===== config.mk =====
export PLATFORM = sky130hd
export DESIGN_NAME = xb_regfile
export DESIGN_NICKNAME = d
export VERILOG_FILES = /design/src/rtl/xb_pkg.sv /design/src/rtl/xb_wsel.sv /design/src/rtl/xb_regfile.sv
export SDC_FILE = /design/constraint.sdc
export NUM_CORES = 1
export LEC_CHECK = 0
export ABC_AREA = 0
export CORE_UTILIZATION = 57
export DETAILED_ROUTE_END_ITERATION = 10
export PLACE_DENSITY = 0.77
export SLEW_MARGIN = 20
export SYNTH_ARGS = -nofsm -noshare
export SYNTH_HDL_FRONTEND = slang
export SYNTH_SLANG_ARGS = --single-unit

===== constraint.sdc =====
create_clock -name clk -period 5.15 [get_ports clk]
set_input_delay 1.03 -clock clk [delete_from_list [all_inputs] [get_ports clk]]
set_output_delay 1.03 -clock clk [all_outputs]
set_load 0.02 [all_outputs]

===== src/rtl/xb_pkg.sv =====
`default_nettype none
// ============================================================================
//  Module   : xb_pkg
//  Purpose  : Shared widths, compute-unit indices and helpers for xb_regfile.
//  Revision : 1.0 - initial release
// ============================================================================
package xb_pkg;

    localparam int XB_W    = 16;
    localparam int XB_NREG = 16;
    localparam int XB_AW   = 4;
    localparam int XB_NCU  = 3;

    localparam int CU_ALU  = 0;
    localparam int CU_MUL  = 1;
    localparam int CU_SHF  = 2;

    typedef logic [XB_AW-1:0]  xb_addr_t;
    typedef logic [XB_NCU-1:0] xb_cuen_t;

    // True when two or more compute units claim the write port at once.
    function automatic logic xb_multi_hot(input xb_cuen_t en);
        return (en & (en - xb_cuen_t'(1))) != '0;
    endfunction

endpackage
`default_nettype wire


===== src/rtl/xb_wsel.sv =====
`default_nettype none
// ============================================================================
//  Module   : xb_wsel
//  Purpose  : Priority write-data select (ALU > MUL > SHF) with multi-hot flag.
//  Revision : 1.0 - initial release
// ============================================================================
module xb_wsel
    import xb_pkg::*;
#(
    parameter int W = XB_W
) (
    input  logic [XB_NCU-1:0] i_cu_en,
    input  logic [W-1:0]      i_alu_res,
    input  logic [W-1:0]      i_mul_res,
    input  logic [W-1:0]      i_shf_res,
    output logic [W-1:0]      o_wd,
    output logic              o_wr_vld,
    output logic              o_multi
);

    always_comb begin
        o_wd = '0;
        if (i_cu_en[CU_ALU]) begin
            o_wd = i_alu_res;
        end else if (i_cu_en[CU_MUL]) begin
            o_wd = i_mul_res;
        end else if (i_cu_en[CU_SHF]) begin
            o_wd = i_shf_res;
        end
    end

    assign o_wr_vld = |i_cu_en;
    assign o_multi  = xb_multi_hot(i_cu_en);

endmodule
`default_nettype wire


===== src/rtl/xb_regfile.sv =====
`default_nettype none
// ============================================================================
//  Module   : xb_regfile
//  Purpose  : 16-entry register file with two registered read ports, a single
//             unit-selected write-back and same-cycle write-to-read bypass.
//  Revision : 1.0 - initial release
// ============================================================================
module xb_regfile
    import xb_pkg::*;
#(
    parameter int WRT = XB_W
) (
    input  logic              clk,
    input  logic              rst,
    input  logic [XB_AW-1:0]  ps_xb_rd_a0,
    input  logic [XB_AW-1:0]  ps_xb_raddy,
    input  logic [XB_AW-1:0]  ps_xb_wrt_a,
    input  logic [XB_NCU-1:0] ps_xb_w_cuEn,
    input  logic [WRT-1:0]    alu_xb_res,
    input  logic [WRT-1:0]    mul_xb_res,
    input  logic [WRT-1:0]    shf_xb_res,
    output logic [WRT-1:0]    xb_dtx,
    output logic [WRT-1:0]    xb_dty,
    output logic              xb_wr_err
);

    logic [WRT-1:0]   r_regs [XB_NREG];
    logic [XB_AW-1:0] r_wa_q;
    logic [WRT-1:0]   r_dtx;
    logic [WRT-1:0]   r_dty;
    logic             r_wr_err;

    logic [WRT-1:0]   w_wd;
    logic             w_wr_vld;
    logic             w_multi;
    logic [WRT-1:0]   w_dtx_nxt;
    logic [WRT-1:0]   w_dty_nxt;

    xb_wsel #(
        .W (WRT)
    ) u_wsel (
        .i_cu_en   (ps_xb_w_cuEn),
        .i_alu_res (alu_xb_res),
        .i_mul_res (mul_xb_res),
        .i_shf_res (shf_xb_res),
        .o_wd      (w_wd),
        .o_wr_vld  (w_wr_vld),
        .o_multi   (w_multi)
    );

    // The write lands at the same edge the operands are captured, so a match
    // must take the incoming data rather than the stale array entry.
    assign w_dtx_nxt = (w_wr_vld && (r_wa_q == ps_xb_rd_a0)) ? w_wd : r_regs[ps_xb_rd_a0];
    assign w_dty_nxt = (w_wr_vld && (r_wa_q == ps_xb_raddy)) ? w_wd : r_regs[ps_xb_raddy];

    // Write address is decoded one cycle ahead of its enables.
    always_ff @(posedge clk or negedge rst) begin
        if (!rst) begin
            r_wa_q <= '0;
        end else begin
            r_wa_q <= ps_xb_wrt_a;
        end
    end

    always_ff @(posedge clk or negedge rst) begin
        if (!rst) begin
            for (int i = 0; i < XB_NREG; i++) begin
                r_regs[i] <= '0;
            end
        end else if (w_wr_vld) begin
            r_regs[r_wa_q] <= w_wd;
        end
    end

    always_ff @(posedge clk or negedge rst) begin
        if (!rst) begin
            r_dtx <= '0;
            r_dty <= '0;
        end else begin
            r_dtx <= w_dtx_nxt;
            r_dty <= w_dty_nxt;
        end
    end

    always_ff @(posedge clk or negedge rst) begin
        if (!rst) begin
            r_wr_err <= 1'b0;
        end else if (w_multi) begin
            r_wr_err <= 1'b1;
        end
    end

    assign xb_dtx    = r_dtx;
    assign xb_dty    = r_dty;
    assign xb_wr_err = r_wr_err;

endmodule
`default_nettype wire


==> metrics.txt <==
crit path max fanout=21; vias in the first global route=between 10000 and 15000; RSZ-0062 raised after global routing=false; fin cells=approximately 1500; Initial DRT Pass Iterations=5; CP max stage cell=nor3_4; Synth cell types=32; most common cell after layout, fill and taps aside=dfrtp_1; setup ws final=1.67 ns; Worst Setup End Kind=register; Final setup viols=0; Ports=98; share of post-route cells with drive strength above 1=35.7%; placed insts=between 1000 and 1500; Clock Path Buffers=3; Area Overhead vs Synth=15.8%; CTS H-tree depth=1; Tcrit/Tclk final=about 68%; crit path buf inv count=2; Worst Path Required=5.60 ns; post-synthesis cell area=approximately 0.015 mm²; Largest stage delay, worst path=0.84 ns; DR iter-0 viols=roughly 960; Num CTS Buffers=31; cell taking the most area after synthesis=dfrtp_1; Nets=1209; Synth top area share=around half; Final Hold Vio Count=0; Final Wtd Congestion=~0.83; core area=~0.025 mm²; dpl hpwl=25700 µm; cell family with most CP delay=simple AND/OR/NAND/NOR gates; CP Cell Sequence=clkdlybuf4s50_1, buf_4, or3_1, or3b_1, nor3_4, mux2_2; DR vias=around 10000; # rows=58; register area share after synthesis=around 50%; Register-to-Register Path Depth=3; max-cap violation count=0; cts repair resizes=0; kind of critical path=primary input to register; remaining antenna violation count=0; first-pass GRT wire length=around 62000 µm; All-Layer GR Usage=between 30% and 40%; ys async rst share=100%; DRC Markers=0; die area=between 0.02 and 0.03 mm²; clk root buf=clkbuf_16; Mapped Cells=1067; Clock Pin Slew Worst Setup and Hold Paths=around 0.060 ns; crit path time final=roughly 3.5 ns; Area contributors post-synth=dfrtp_1 49%, mux4_2 19%, mux2_2 13%, o21ai_0 3.2%, nand2_1 2.5%; CTS tree=done; Ys Warns=0; Remaining Overflow, GRT=0; Worst-Margin Slew=1.10 ns; Vias/cell=around 6.7; Max Transition Viols Final=0; Slew Limit Headroom=approximately a quarter; register bit total from synthesis=just under 300; VDD IR-drop max=between 0.3 and 0.4 mV; Buffers on Ports=97; initial antenna violation count=1; Hold Buf Count CTS=0; Worst EP arrival=between 3 and 4 ns; commonest cells after routing, fill and taps aside=293 x dfrtp_1, 177 x mux2_2, 129 x mux4_2; Worst Hold Class=primary input to async pin; P_leak=approximately 7.4 nW; PD cells=415 mW/mm²; DR WL/cell=about 26 µm; Top FF cell, synth=dfrtp_1; Post-synth EDFFs=0; Starting Density=58.7%; largest net degree at the start of global routing=between 100 and 150; Worst path depth=6; Avg Cell Area, Syn=between 10 and 15 µm²; TNS Setup=0 ns; startpoint types=primary input; Die Y=164 µm; Post-Syn Nets=roughly 1100; clk sink count=a little under 300; Fin Clk Skew=about 0.012 ns; total wire length=39200 µm; Die X=approximately 160 µm; Fmax=between 200 and 300 MHz; clock latency on the worst-skew pair=around 0.57 ns; setup bufs post-CTS=0; DP Worst Slack=approximately 1.1 ns; status=complete, no violations
[final timing paths]
kind	startpoint	slack, ns	end
max	ps_xb_w_cuEn[1]	1.67	r_regs[252]
min	rst	0.47	r_regs[128]
max reg2reg	r_wa_q[1]	2.66	r_regs[252]
min reg2reg	xb_wr_err	0.48	xb_wr_err
max in group asynchronous	rst	3.59	xb_dtx[3]
min in group clk	xb_wr_err	0.48	xb_wr_err
[logic make-up (layout without fill, tap and decap cells)]
logic type | after synthesis | in the layout | share of synthesized area [%]
and+or+nand+nor | 138 | 138 | 4.21
xor gates and xnor gates | 8 | 8 | 0.469
muxes | 337 | 337 | 34.9
DFF | 293 | 293 | 49.1
other | 0 | 1 | 0
buffers and inverters | 99 | 200 | 2.87
AOI/OAI and AO/OA | 192 | 192 | 8.52
[layer usage]
metal  share of wire [%]  vias up  GRT usage [%]
met3                 8.0       97           6.24
met2                  47      491           48.5
met4                 3.0        0           11.3
li1                    -     4248              -
met1                  42     5173           44.5
met5                   0        -              0
[synth_stat cells (2+ instances only)]
cell type and n:
dfrtp_1 293, mux2_2 177, mux4_2 129, nand2_1 99, o21ai_0 96, clkbuf_1 66
a221oi_1 31, a22o_1 31, mux2i_1 31, buf_2 25, o21a_1 16, a22oi_1 15
nor2_1 10, xor2_1 8, nor2b_1 7, buf_4 5, nand4_1 4, and2_1 3
nor2_4 3, a21oi_1 2, buf_1 2, nand2b_1 2, nand3b_1 2, nor4_1 2
[stage by stage]
step                utilization, %  power, mW  cell area [µm²]  hold slack [ns]
floorplan                        -       4.33            14900            0.461
global placement              63.9       4.86            16300            0.475
detailed placement            63.9       4.94            16300            0.468
CTS                           67.9       7.19            17300            0.486
global route                  67.9       7.50            17300            0.505
finish                        67.9       7.17            17300            0.468
[power breakdown]
part / switching [mW] / internal (mW)
combinational: 0.692 / 1.00
sequential: 0.391 / 2.84
clock: 0.904 / 1.34
[registers in the layout, summed over array words and instances (netlist names)]
name and count:
r_wa_q 4, r_regs 256, xb_wr_err 1, xb_dtx 16
xb_dty 16
[final cells by class]
cell class	instances	area, µm²
Fill cell	1787	8170
Sequential cell	293	7330
Multi-Input combinational cell	675	7200
Timing Repair Buffer	143	1330
Clock buffer	46	892
Tap cell	330	413
Clock inverter	11	136
Antenna cell	1	2.50
Note: power is estimated with default switching activity, not from simulation.
